`src/rtl/fir_mac_sequencer.sv`:
```
// fir_mac_sequencer: controller for a folded FIR, one shared MAC stepping through all taps per sample
module fir_mac_sequencer #(
  parameter int TAPS = 102,
  parameter int MAC_LAT = 2,
  localparam int ADDR_W = $clog2(TAPS)
) (
  input  logic              clk,
  input  logic              rst,
  input  logic              i_in_valid,
  output logic              o_in_ready,
  output logic              o_smp_we,
  output logic              o_smp_wzero,
  output logic [ADDR_W-1:0] o_smp_waddr,
  output logic [ADDR_W-1:0] o_smp_raddr,
  output logic [ADDR_W-1:0] o_coef_addr,
  output logic              o_mac_en,
  output logic              o_mac_first,
  output logic              o_out_valid,
  input  logic              i_out_ready,
  output logic              o_busy
);
  localparam int LAT_W = $clog2(MAC_LAT + 1);
  localparam logic [ADDR_W-1:0] LAST = ADDR_W'(TAPS - 1);

  typedef enum logic [2:0] {S_INIT, S_IDLE, S_RUN, S_WAIT, S_HOLD} state_t;

  state_t            r_state, w_next;
  logic [ADDR_W-1:0] r_wr, r_rd, r_k;
  logic [LAT_W-1:0]  r_lat;
  logic              w_k_last;

  assign w_k_last = r_k == LAST;

  // state register
  always_ff @(posedge clk or posedge rst)
    if (rst) r_state <= S_INIT;
    else r_state <= w_next;

  // next state and outputs decoded from state and counters; everything forced low during reset
  always_comb begin
    w_next = r_state;
    o_in_ready = 1'b0;
    o_smp_we = 1'b0;
    o_smp_wzero = 1'b0;
    o_smp_waddr = '0;
    o_smp_raddr = '0;
    o_coef_addr = '0;
    o_mac_en = 1'b0;
    o_mac_first = 1'b0;
    o_out_valid = 1'b0;
    case (r_state)
      S_INIT: begin
        o_smp_we = 1'b1;
        o_smp_wzero = 1'b1;
        o_smp_waddr = r_k;
        w_next = w_k_last ? S_IDLE : S_INIT;
      end
      S_IDLE: begin
        o_in_ready = 1'b1;
        o_smp_we = i_in_valid;
        o_smp_waddr = r_wr;
        w_next = i_in_valid ? S_RUN : S_IDLE;
      end
      S_RUN: begin
        o_mac_en = 1'b1;
        o_mac_first = r_k == '0;
        o_coef_addr = r_k;
        o_smp_raddr = r_rd;
        w_next = w_k_last ? S_WAIT : S_RUN;
      end
      S_WAIT: w_next = r_lat == LAT_W'(1) ? S_HOLD : S_WAIT;
      S_HOLD: begin
        o_out_valid = 1'b1;
        w_next = i_out_ready ? S_IDLE : S_HOLD;
      end
      default: w_next = S_INIT;
    endcase
    o_busy = r_state != S_IDLE;
    if (rst) begin
      {o_in_ready, o_smp_we, o_smp_wzero, o_mac_en, o_mac_first, o_out_valid, o_busy} = '0;
      {o_smp_waddr, o_smp_raddr, o_coef_addr} = '0;
    end
  end

  // write pointer, newest-first read pointer, tap index and MAC drain counter
  always_ff @(posedge clk or posedge rst)
    if (rst) begin
      r_wr <= '0;
      r_rd <= '0;
      r_k <= '0;
      r_lat <= '0;
    end else begin
      case (r_state)
        S_INIT: begin
          r_k <= w_k_last ? '0 : r_k + 1'b1;
          if (w_k_last) r_wr <= '0;
        end
        S_IDLE:
          if (i_in_valid) begin
            r_rd <= r_wr;
            r_wr <= r_wr == LAST ? '0 : r_wr + 1'b1;
            r_k <= '0;
          end
        S_RUN: begin
          r_k <= w_k_last ? '0 : r_k + 1'b1;
          r_rd <= r_rd == '0 ? LAST : r_rd - 1'b1;
          if (w_k_last) r_lat <= LAT_W'(MAC_LAT);
        end
        S_WAIT: r_lat <= r_lat - 1'b1;
        default: ;
      endcase
    end
endmodule
```
`config.mk`:
```
export PLATFORM = sky130hd
export DESIGN_NAME = fir_mac_sequencer
export DESIGN_NICKNAME = d
export VERILOG_FILES = /design/src/rtl/fir_mac_sequencer.sv
export SDC_FILE = /design/constraint.sdc
export NUM_CORES = 1
export LEC_CHECK = 0
export ABC_AREA = 1
export BUFFER_PORTS_ARGS = -buffer_cell sky130_fd_sc_hd__clkbuf_2
export CAP_MARGIN = 20
export CORE_ASPECT_RATIO = 0.5
export CORE_UTILIZATION = 45
export CTS_CLUSTER_DIAMETER = 80
export CTS_CLUSTER_SIZE = 20
export DETAILED_ROUTE_END_ITERATION = 10
export PLACE_DENSITY_LB_ADDON = 0.25
export SYNTH_ARGS = -nofsm -noshare
export SYNTH_HDL_FRONTEND = slang
export SYNTH_SLANG_ARGS = --single-unit
```
`constraint.sdc`:
```
create_clock -name clk -period 1.6 [get_ports clk]
set_input_delay 0.16 -clock clk [delete_from_list [all_inputs] [get_ports clk]]
set_output_delay 0.16 -clock clk [all_outputs]
set_load 0.05 [all_outputs]
```
Word level (Yosys, flattened, before mapping)
Cells that the tools add are included.
- register bits after elaboration: 26
- bits of input ports: 4
- output and inout port bits: 28
- word-level logic and storage cells: 69
- add/sub/neg operators: 4
- eq/ne operators: 11
- muxes and demuxes: 37
- reduce and logical (&&, ||, !) cells: 12
- operator list (kind ; count):
    $mux 7 ; 12
    $pmux 7 s2 ; 4
    $pmux 3 s5 ; 1
    $add 7x1->7 const B ; 2
    $eq 7x7->1 const B ; 2
    $logic_not 7->1 ; 2
    $mux 1 ; 14
    $reduce_bool 2->1 ; 4
    $sub 7x1->7 const B ; 1
    $eq 3x2->1 const B ; 2
    $mux 3 ; 2
    $ne 2x2->1 const B ; 3
    $reduce_and 2->1 ; 3
    $mux 2 ; 2
    $pmux 2 s2 ; 1
    $eq 3x1->1 const B ; 1
    $eq 3x3->1 const B ; 1
    $logic_not 3->1 ; 1
    $ne 3x1->1 const B ; 1
    $reduce_and 3->1 ; 1
    $eq 2x1->1 const B ; 1
    $pmux 1 s2 ; 1
    $reduce_or 2->1 ; 1
    $sub 2x1->2 const B ; 1

Longest topological paths before layout
Gate-level depths: netlist of run 1.
- depth in word-level cells: 4
- mapped depth: 9
- mapped depth without buffers: 9

Worst setup path before layout of run 1
OpenSTA, ideal clock, no wires.
- path kind: flip-flop to output port
- from: reg r_state[0]
- to: out o_mac_first
- data arrival time: 2.314 ns
- data required time: 1.440 ns
- path slack: -0.874 ns
- stages on the path, launching flop included: 7
- buffers on the path: 1
- path through: dfrtp_1 -> buf_6 -> nor3_4 -> inv_4 -> nor2_4 -> inv_2 -> nor3_1
- word-level cells in the longest chain between the ends: 3
- RTL lines (item ; line ; text):
    from (decl) ; 27 ; state_t r_state, w_next;
    from (signal assigned) ; 37 ; else r_state <= w_next;
    $eq 3x2->1 ; 51 ; case (r_state)
    $mux 1 ; 51 ;
    $mux 1 ; 79 ; if (rst) begin
    to (decl) ; 17 ; output logic o_mac_first,
No other way between the ends.

Worst setup path in the final report of run 1
- from: reg r_state[1]
- to: out o_mac_first
The elaborated chain is that of the path after synthesis.

==> results.yml, run 1 <==
timing:
  final-setup-viol-count: 33
  slew_headroom_pct: 76.15
  min_period_ps: 1885
  finClkSkew_ps: 4.265
  tightest_slew_ps: 357.8
  timing.final.hold_violations: 0
  rsz0062_at_grt: "yes"
  finalSetupTns_ps: -5363
  achievable-frequency_mhz: 530.6
  timing.final.crit_share_pct: 117.8
  final-max-slew-violation-count: 0
  timing.final.ws_setup_ps: -284.8
detailed_routing:
  drt-wirelength-per-cell_um: 16.30
  vias_per_cell: 5.564
  final_antenna_net_count: 0
  drcViolationCount: 0
  drtIter0Drc: 173
  first_pass_iters: 6
  overall_via_count_from_detail_route: 2131
  route.final.wire_length_um: 6244
critical_path:
  crit_path_max_fanout: 7
  critical_path_required_ps: 1440
  worst_r2r_endpoint: "r_rd[2]"
  r2r_slack_ps: -90
  sum_of_buffers_and_inverters_on_the_critical_path: 5
  crit_path_max_incr_delay_ps: 410
  reg2reg_from: "r_state[0]"
  critPathSlowestCell: "sky130_fd_sc_hd__dfrtp_1"
  critical_path.most_common_cell: "sky130_fd_sc_hd__nor3_4"
  ff2ff_path_depth: 9
  worst-endpoint-arrival_ps: 1720
  timing.critical_path.depth: 8
  critPathLaunch: "r_state[1]"
  worst_setup_path_endpoint: "o_mac_first"
  critical_path_class: "reg2out"
  timing.critical_path.from_type: "flop"
  critPathCaptureType: "output pin"
  crit_path_cell_trace: "inv_2 -> nor3_4 -> inv_4 -> nor2_4 -> buf_12 -> inv_12 -> nor3_4 -> buf_8"
  cpLargestDelayFamily: "buffers and inverters"
status:
  run_status: "finished with violations"
  violations: "setup timing"
floorplanning:
  floorplan.die.width_um: 93.82
  floorplan.rows: 16
  die_height_um: 47.91
  design.core.area_um2: 3964
  io_pins: 32
  start_util_pct: 47.85
  total_die_area_um2: 4495
logic_synthesis:
  synthMostInstantiatedCell: "sky130_fd_sc_hd__nand2_1"
  share_of_flip_flops_with_an_asynchronous_set_or_reset_pct: 100.0
  register_bit_total_from_synthesis: 26
  synth_nets: 287
  netlist.area_leader.share_pct: 34.30
  yosys.area.top_type: "sky130_fd_sc_hd__dfrtp_1"
  synth_sequential_area_ratio_pct: 34.30
  ys_warn_count: 0
  netlist_instances: 275
  synth.avg_cell_area_um2: 6.898
  synthesis.area_um2: 1897
  synth_flop_cell: "sky130_fd_sc_hd__dfrtp_1"
  post_synth_main_area_contributors: "sky130_fd_sc_hd__dfrtp_1, sky130_fd_sc_hd__nand2_1, sky130_fd_sc_hd__inv_1"
  synth_edf_count: 0
  synth.distinct_cells: 31
  synth.top_cells.by_count: "sky130_fd_sc_hd__nand2_1, sky130_fd_sc_hd__inv_1, sky130_fd_sc_hd__nor2_1"
layout:
  finalNetCount: 343
  syn_to_final_growth_pct: 50.13
  final_non_filler_cell_total: 383
  final_core_utilization_pct: 71.84
  drive_gt1_share_pct: 35.26
  antenna-diode-count: 0
  final_cell_area_um2: 2848
grt:
  groute.usage.overall_pct: 25.89
  global_route_wire_length_before_repair_um: 8625
  antenna_found_initial: 0
  remaining_global_route_overflow: 0
  grt_pass1_vias: 1819
  grt_max_degree: 27
place:
  gp_congestion: 0.8710
  count_of_input_and_output_buffers: 31
  postPlaceCellArea_um2: 2361
  post-place-cells: 368
  dp_hpwl_um: 3702
  dp_slack_ps: -29.91
job:
  drv_cap: 0
clock_tree:
  ctsLongestPathBuffers: 2
  h-tree-depth: 1
  hold_buffers: 0
  cts-buffers-inserted: 3
  worst_skew_pair.late_latency_ps: 280
  clock_tree_from_tritoncts: "built"
  clkTransAtPathRegs_ps: 90
  clock_tree.root_cell: "sky130_fd_sc_hd__clkbuf_8"
  cts.sink_count: 26
power_and_ir_drop:
  leakagePower_uw: 0.001376
  power_per_cell_area_nw_per_um2: 408.4
  vdd_ir_drop_max_mv: 0.2720
min_path:
  hold_path_class: "in2reg"
-- state kept, by name, summed over array words and instances, names as in the netlist --
| register | cells |
|---|---|
| r_k | 7 |
| r_rd | 7 |
| r_wr | 7 |
| r_state | 3 |
| r_lat | 2 |
-- logic make-up after synthesis --
group | after synthesis | synth area share [%]
XOR/XNOR | 4 | 1.847
buffers and inverters | 42 | 9.301
flip-flops | 26 | 34.30
AO/OA/AOI/OAI | 33 | 9.103
adder cells (fa/ha/maj) | 8 | 5.277
AND/OR/NAND/NOR | 162 | 40.17
-- per-layer routing --
layer | track usage (%) | vias up | part of all wire, %
li1 | - | 986 | -
met1 | 33.24 | 974 | 40
met2 | 45.11 | 131 | 46
met3 | 6.032 | 40 | 9.2
met4 | 8.000 | 0 | 4.5
met5 | 0 | - | 0
-- area by class of cell --
| cell class | count | area [um^2] |
|---|---|---|
| Clock buffer | 3 | 41.29 |
| Fill cell | 289 | 1116 |
| Inverter | 38 | 167.7 |
| Multi-Input combinational cell | 209 | 1299 |
| Sequential cell | 26 | 654.4 |
| Tap cell | 54 | 67.56 |
| Timing Repair Buffer | 52 | 609.3 |
| Timing Repair inverter | 1 | 8.758 |
-- per-stage QoR --
step,power [uW],hold slack (ps)
2_1_floorplan,735.0,58.62
3_3_place_gp,761.0,381.8
3_5_place_dp,762.2,372.7
4_1_cts,1148,76.61
5_1_grt,1198,91.37
6_report,1163,80.61
-- repair_timing --
item                       CTS  global route
setup endpoints to repair   27            48
resized for setup           63            46
setup buffers                6             4
pin swaps                   15            11
gates cloned                 3             0
-- cell usage in the layout (no fill, tap or decap), types with 6 or more instances in the layout --
master                     Yosys  layout
sky130_fd_sc_hd__dfrtp_1      26      23
sky130_fd_sc_hd__nor2_4        4      17
sky130_fd_sc_hd__buf_4         0      17
sky130_fd_sc_hd__ha_1          8       8
sky130_fd_sc_hd__buf_8         0      18
sky130_fd_sc_hd__buf_6         2       6
sky130_fd_sc_hd__nor2_1       32      27
sky130_fd_sc_hd__o21ai_0      15      12
sky130_fd_sc_hd__a21oi_4       0       6
sky130_fd_sc_hd__nand2_2       2       7
sky130_fd_sc_hd__nand3_1      24      24
sky130_fd_sc_hd__nand2_1      77      69
sky130_fd_sc_hd__clkbuf_8      0       6
sky130_fd_sc_hd__inv_1        35      28
-- worst min path at each step --
stage	start	to	slack, ps	cells after the start
2_1_floorplan	rst	r_k[0]	60	1
6_report	i_out_ready	r_state[2]	80	2
5_1_grt	i_out_ready	r_state[2]	90	2
3_5_place_dp	i_out_ready	r_state[2]	370	2
3_3_place_gp	i_out_ready	r_state[2]	380	2
4_1_cts	i_out_ready	r_state[2]	80	2
-- power by group --
group / total [uW] / internal [uW] / switching, uW
Clock: 384 / 170 / 214
Sequential: 656 / 656 / 0
Combinational: 123 / 38.9 / 83.8
Total: 1160 / 865 / 298
Note: power is estimated with default switching activity, not from simulation.
==> run 2, diff against run 1 <==
--- a/config.mk
+++ b/config.mk
@@ -9,7 +9,7 @@
 export BUFFER_PORTS_ARGS = -buffer_cell sky130_fd_sc_hd__clkbuf_2
 export CAP_MARGIN = 20
 export CORE_ASPECT_RATIO = 0.5
-export CORE_UTILIZATION = 45
+export CORE_UTILIZATION = 51
 export CTS_CLUSTER_DIAMETER = 80
 export CTS_CLUSTER_SIZE = 20
 export DETAILED_ROUTE_END_ITERATION = 10
==> constraint.sdc (replaced) <==
create_clock -name clk -period 1.7 [get_ports clk]
set_input_delay 0.17 -clock clk [delete_from_list [all_inputs] [get_ports clk]]
set_output_delay 0.17 -clock clk [all_outputs]
set_load 0.05 [all_outputs]
==> results.yml, run 2 (synthesis gave the netlist of run 1 again) <==
status:
  run_status: "finished with violations"
  violations: "setup timing"
clock_tree:
  clkTransAtPathRegs_ps: 90
  clock_tree.root_cell: "sky130_fd_sc_hd__clkbuf_8"
  cts.sink_count: 26
  clock_tree_from_tritoncts: "built"
  worst_skew_pair.late_latency_ps: 270
  cts-buffers-inserted: 3
  h-tree-depth: 1
  ctsLongestPathBuffers: 2
layout:
  reg.largest.list: "r_k (7), r_rd (7), r_wr (7)"
  area.sequential_um2: 653.1
  finalNetCount: 339
  final_non_filler_cell_total: 376
  n_fill_cell: 216
  antenna-diode-count: 0
  drive_gt1_share_pct: 33.54
  multi_input_area_um2: 1291
  layout_common_cells: "sky130_fd_sc_hd__nand2_1, sky130_fd_sc_hd__inv_1, sky130_fd_sc_hd__nor2_1, sky130_fd_sc_hd__nand3_1, sky130_fd_sc_hd__dfrtp_1"
  syn_to_final_growth_pct: 44.33
  mostFrequentLayoutCell: "sky130_fd_sc_hd__nand2_1"
detailed_routing:
  first_pass_iters: 6
  drt-wirelength-per-cell_um: 16.26
  drtIter0Drc: 185
  final_antenna_net_count: 0
  drcViolationCount: 0
  overall_via_count_from_detail_route: 2153
  vias_per_cell: 5.726
  route.final.wire_length_um: 6113
critical_path:
  crit_path_max_incr_delay_ps: 450
  crit_path_cell_trace: "nor3_4 -> inv_4 -> nor2_4 -> inv_8 -> nor3_4 -> buf_8"
  critical_path.most_common_cell: "sky130_fd_sc_hd__nor3_4"
  critPathLaunch: "r_state[0]"
  r2r_slack_ps: 30
  worst-endpoint-arrival_ps: 1660
  sum_of_buffers_and_inverters_on_the_critical_path: 3
  critPathCaptureType: "output pin"
  reg2reg_from: "r_state[1]"
  ff2ff_path_depth: 11
  worst_r2r_endpoint: "r_wr[4]"
  cpLargestDelayFamily: "simple AND/OR/NAND/NOR gates"
  critical_path_class: "reg2out"
  timing.critical_path.from_type: "flop"
  critPathSlowestCell: "sky130_fd_sc_hd__dfrtp_2"
  crit_path_max_fanout: 13
  critical_path_required_ps: 1530
place:
  gp_congestion: 0.8869
  dp_slack_ps: 11.31
  count_of_input_and_output_buffers: 31
  post-place-cells: 364
  dp_hpwl_um: 3589
timing:
  finClkSkew_ps: 5.841
  final-max-slew-violation-count: 0
  timing.final.hold_violations: 0
  final-setup-viol-count: 23
  timing.final.crit_share_pct: 107.7
  tightest_slew_ps: 362.4
  finalHoldWorstSlack_ps: 113.4
  achievable-frequency_mhz: 546.2
  rsz0062_at_grt: "yes"
  min_period_ps: 1831
  slew_headroom_pct: 75.84
  timing.final.ws_setup_ps: -130.8
job:
  drv_cap: 0
power_and_ir_drop:
  power_switching_uw: 278.8
  power_frac_seq_pct: 56.7
  p_int_uw: 811.0
  p_clk_share_pct: 33.1
  design_power_total_uw: 1090
  power_per_cell_area_nw_per_um2: 398.1
  swShare_pct: 25.59
  vdd_ir_drop_max_mv: 0.3457
  comb_power_share_pct: 10.2
  leakagePower_uw: 0.001348
min_path:
  hold_path_depth: 2
  worst_hold_startpoint: "i_out_ready"
  holdPathEnd: "r_state[2]"
  hold_path_class: "in2reg"
floorplanning:
  io_pins: 32
  die_height_um: 45.13
  floorplan.die.width_um: 88.25
  floorplan.rows: 15
  start_util_pct: 54.34
  design.core.area_um2: 3491
  total_die_area_um2: 3982
grt:
  antenna_found_initial: 0
  groute.usage.overall_pct: 27.72
  global_route_wire_length_before_repair_um: 8142
  grt_pass1_vias: 1718
  grt_max_degree: 27
  remaining_global_route_overflow: 0
run 2: worst max path at each step:
stage                     depth (start not counted)  slack, ps             end
after detailed placement                          6         10  o_smp_waddr[1]
after global routing                              6       -200     o_mac_first
after floorplan                                   7       -170  o_coef_addr[0]
after global placement                            6         80  o_smp_waddr[1]
final                                             6       -130     o_mac_first
after CTS                                         6        -70     o_mac_first
run 2: area by class of cell:
cell class	instances	area share [%]
Timing Repair Buffer	49	19.42
Inverter	38	5.713
Multi-Input combinational cell	209	47.17
Sequential cell	26	23.86
Tap cell	51	2.331
Clock buffer	3	1.508
run 2: routing by layer:
layer / vias up / routed length [um] / global-route usage (%)
met4: 0 / 312 / 5.806
met5: - / 0 / 0
li1: 968 / - / -
met2: 149 / 2692 / 45.54
met3: 38 / 581 / 4.936
met1: 998 / 2527 / 38.95
run 2: power by group through the flow:
stage               Sequential [uW]  Combinational [uW]  Clock [uW]
floorplan                       630                57.3           0
global placement                630                81.1           0
detailed placement              630                82.6           0
CTS                             618                97.1         356
global route                    618                 114         376
finish                          618                 111         361
run 2: what timing repair did:
| action | in CTS | in global routing |
|---|---|---|
| hold buffers | 0 | 0 |
| resized for setup | 55 | 47 |
| setup endpoints to repair | 25 | 38 |
| buffers inserted | 4 | 3 |
| cloned | 1 | 1 |
| pin swaps | 9 | 12 |
run 2: stage by stage:
| step | util (%) | area (um^2) | setup TNS (ps) |
|---|---|---|---|
| after floorplan | - | 2011 | -1905 |
| after global placement | 65.09 | 2272 | 0 |
| after detailed placement | 65.09 | 2272 | 0 |
| after CTS | 73.58 | 2569 | -488.1 |
| after global routing | 78.42 | 2738 | -3257 |
| final | 78.42 | 2738 | -1440 |
==> run 3, diff against run 2 <==
--- a/config.mk
+++ b/config.mk
@@ -14,6 +14,7 @@
 export CTS_CLUSTER_SIZE = 20
 export DETAILED_ROUTE_END_ITERATION = 10
 export PLACE_DENSITY_LB_ADDON = 0.25
+export RECOVER_POWER = 25
 export SYNTH_ARGS = -nofsm -noshare
 export SYNTH_HDL_FRONTEND = slang
 export SYNTH_SLANG_ARGS = --single-unit
==> results.yml, run 3 (synthesis gave the netlist of run 1 again) <==
status:
  run_status: "finished with violations"
  violations: "setup timing"
clock_tree:
  ctsLongestPathBuffers: 2
  worst_skew_pair.late_latency_ps: 270
  hold_buffers: 0
  cts.sink_count: 26
  clock_tree.root_cell: "sky130_fd_sc_hd__clkbuf_8"
  cts-buffers-inserted: 3
  h-tree-depth: 1
  clock_tree_from_tritoncts: "built"
  clkTransAtPathRegs_ps: 90
detailed_routing:
  vias_per_cell: 5.614
  first_pass_iters: 5
  overall_via_count_from_detail_route: 2111
  final_antenna_net_count: 0
  drt-wirelength-per-cell_um: 16.26
  drtIter0Drc: 189
  drcViolationCount: 0
  route.final.wire_length_um: 6114
place:
  gp_congestion: 0.8869
  dp_hpwl_um: 3589
  count_of_input_and_output_buffers: 31
  dp_slack_ps: 11.31
  post-place-cells: 364
floorplanning:
  io_pins: 32
  floorplan.rows: 15
  total_die_area_um2: 3982
  die_height_um: 45.13
  floorplan.die.width_um: 88.25
  design.core.area_um2: 3491
  start_util_pct: 54.34
power_and_ir_drop:
  design_power_total_uw: 1085
  power_per_cell_area_nw_per_um2: 396.9
  leakagePower_uw: 0.001347
  vdd_ir_drop_max_mv: 0.3416
layout:
  layout_common_cells: "sky130_fd_sc_hd__nand2_1, sky130_fd_sc_hd__inv_1, sky130_fd_sc_hd__nor2_1, sky130_fd_sc_hd__nand3_1, sky130_fd_sc_hd__dfrtp_1"
  antenna-diode-count: 0
  syn_to_final_growth_pct: 44.20
  drive_gt1_share_pct: 33.54
  finalNetCount: 339
  n_fill_cell: 217
  reg.largest.list: "r_k (7), r_rd (7), r_wr (7)"
  area.sequential_um2: 653.1
  multi_input_area_um2: 1291
  mostFrequentLayoutCell: "sky130_fd_sc_hd__nand2_1"
  final_non_filler_cell_total: 376
critical_path:
  critical_path_class: "reg2out"
  critical_path_required_ps: 1530
  worst_r2r_endpoint: "r_wr[4]"
  ff2ff_path_depth: 8
  crit_path_max_fanout: 13
  reg2reg_from: "r_k[3]"
  critPathCaptureType: "output pin"
  worst-endpoint-arrival_ps: 1660
  timing.critical_path.from_type: "flop"
  r2r_slack_ps: 20
min_path:
  hold_path_depth: 2
  hold_path_class: "in2reg"
  worst_hold_startpoint: "i_out_ready"
  holdPathEnd: "r_state[2]"
grt:
  grt_max_degree: 27
  grt_pass1_vias: 1718
  antenna_found_initial: 0
  remaining_global_route_overflow: 0
  groute.usage.overall_pct: 27.72
  global_route_wire_length_before_repair_um: 8142
timing:
  finalSetupTns_ps: -1358
  slew_headroom_pct: 53.91
  rsz0062_at_grt: "yes"
  timing.final.ws_setup_ps: -126.7
  final-max-slew-violation-count: 0
  timing.final.hold_violations: 0
  final-setup-viol-count: 23
  timing.final.crit_share_pct: 107.5
  tightest_slew_ps: 691.3
  min_period_ps: 1827
  finClkSkew_ps: 10.24
  achievable-frequency_mhz: 547.4
job:
  drv_cap: 0
==> run 3: power by group <==
part	total, uW	internal (uW)	switching (uW)
clock network	358	159	199
logic	109	33.2	76.3
registers	618	618	0
==> run 3: layer usage <==
metal | GRT usage, % | share of wire (%) | up-vias
met3 | 4.936 | 9.1 | 26
li1 | - | - | 968
met5 | 0 | 0 | -
met2 | 45.54 | 45 | 126
met4 | 5.806 | 4.4 | 0
met1 | 38.95 | 41 | 991
==> run 3: worst max path at each step <==
stage,from,endpoint,slack (ps),depth (start not counted)
after floorplan,r_state[0],o_coef_addr[0],-170,7
after global placement,r_state[2],o_smp_waddr[1],80,6
after detailed placement,r_state[2],o_smp_waddr[1],10,6
after CTS,r_state[0],o_mac_first,-70,6
after global routing,r_state[0],o_mac_first,-200,6
final,r_state[0],o_mac_first,-130,6
==> run 3: final cells by class <==
cell class	count	share of cell area, %
multi-input cells	209	47.21
flip-flops and latches	26	23.88
repair buffers	49	19.35
inverters	38	5.718
well taps	51	2.333
clock buffers	3	1.510
==> run 3: repair_timing <==
action	4_1_cts	5_1_grt
setup endpoints to repair	25	38
gates resized for setup	55	47
gates cloned	1	1
pin swaps	9	12
setup buffers	4	3
==> run 3: critical path, cell delays in order (launching register included) <==
cell	delay (ps)
sky130_fd_sc_hd__dfrtp_2	450
sky130_fd_sc_hd__nor3_4	260
sky130_fd_sc_hd__inv_4	60
sky130_fd_sc_hd__nor2_4	170
sky130_fd_sc_hd__inv_8	110
sky130_fd_sc_hd__nor3_4	160
sky130_fd_sc_hd__buf_8	170
==> run 3: per-stage QoR <==
step | hold slack [ps] | utilization [%] | cell area, um^2
2_1_floorplan | 64.80 | - | 2011
3_3_place_gp | 385.8 | 65.09 | 2272
3_5_place_dp | 399.1 | 65.09 | 2272
4_1_cts | 106.8 | 73.58 | 2569
5_1_grt | 104.3 | 78.35 | 2735
6_report | 119.0 | 78.35 | 2735
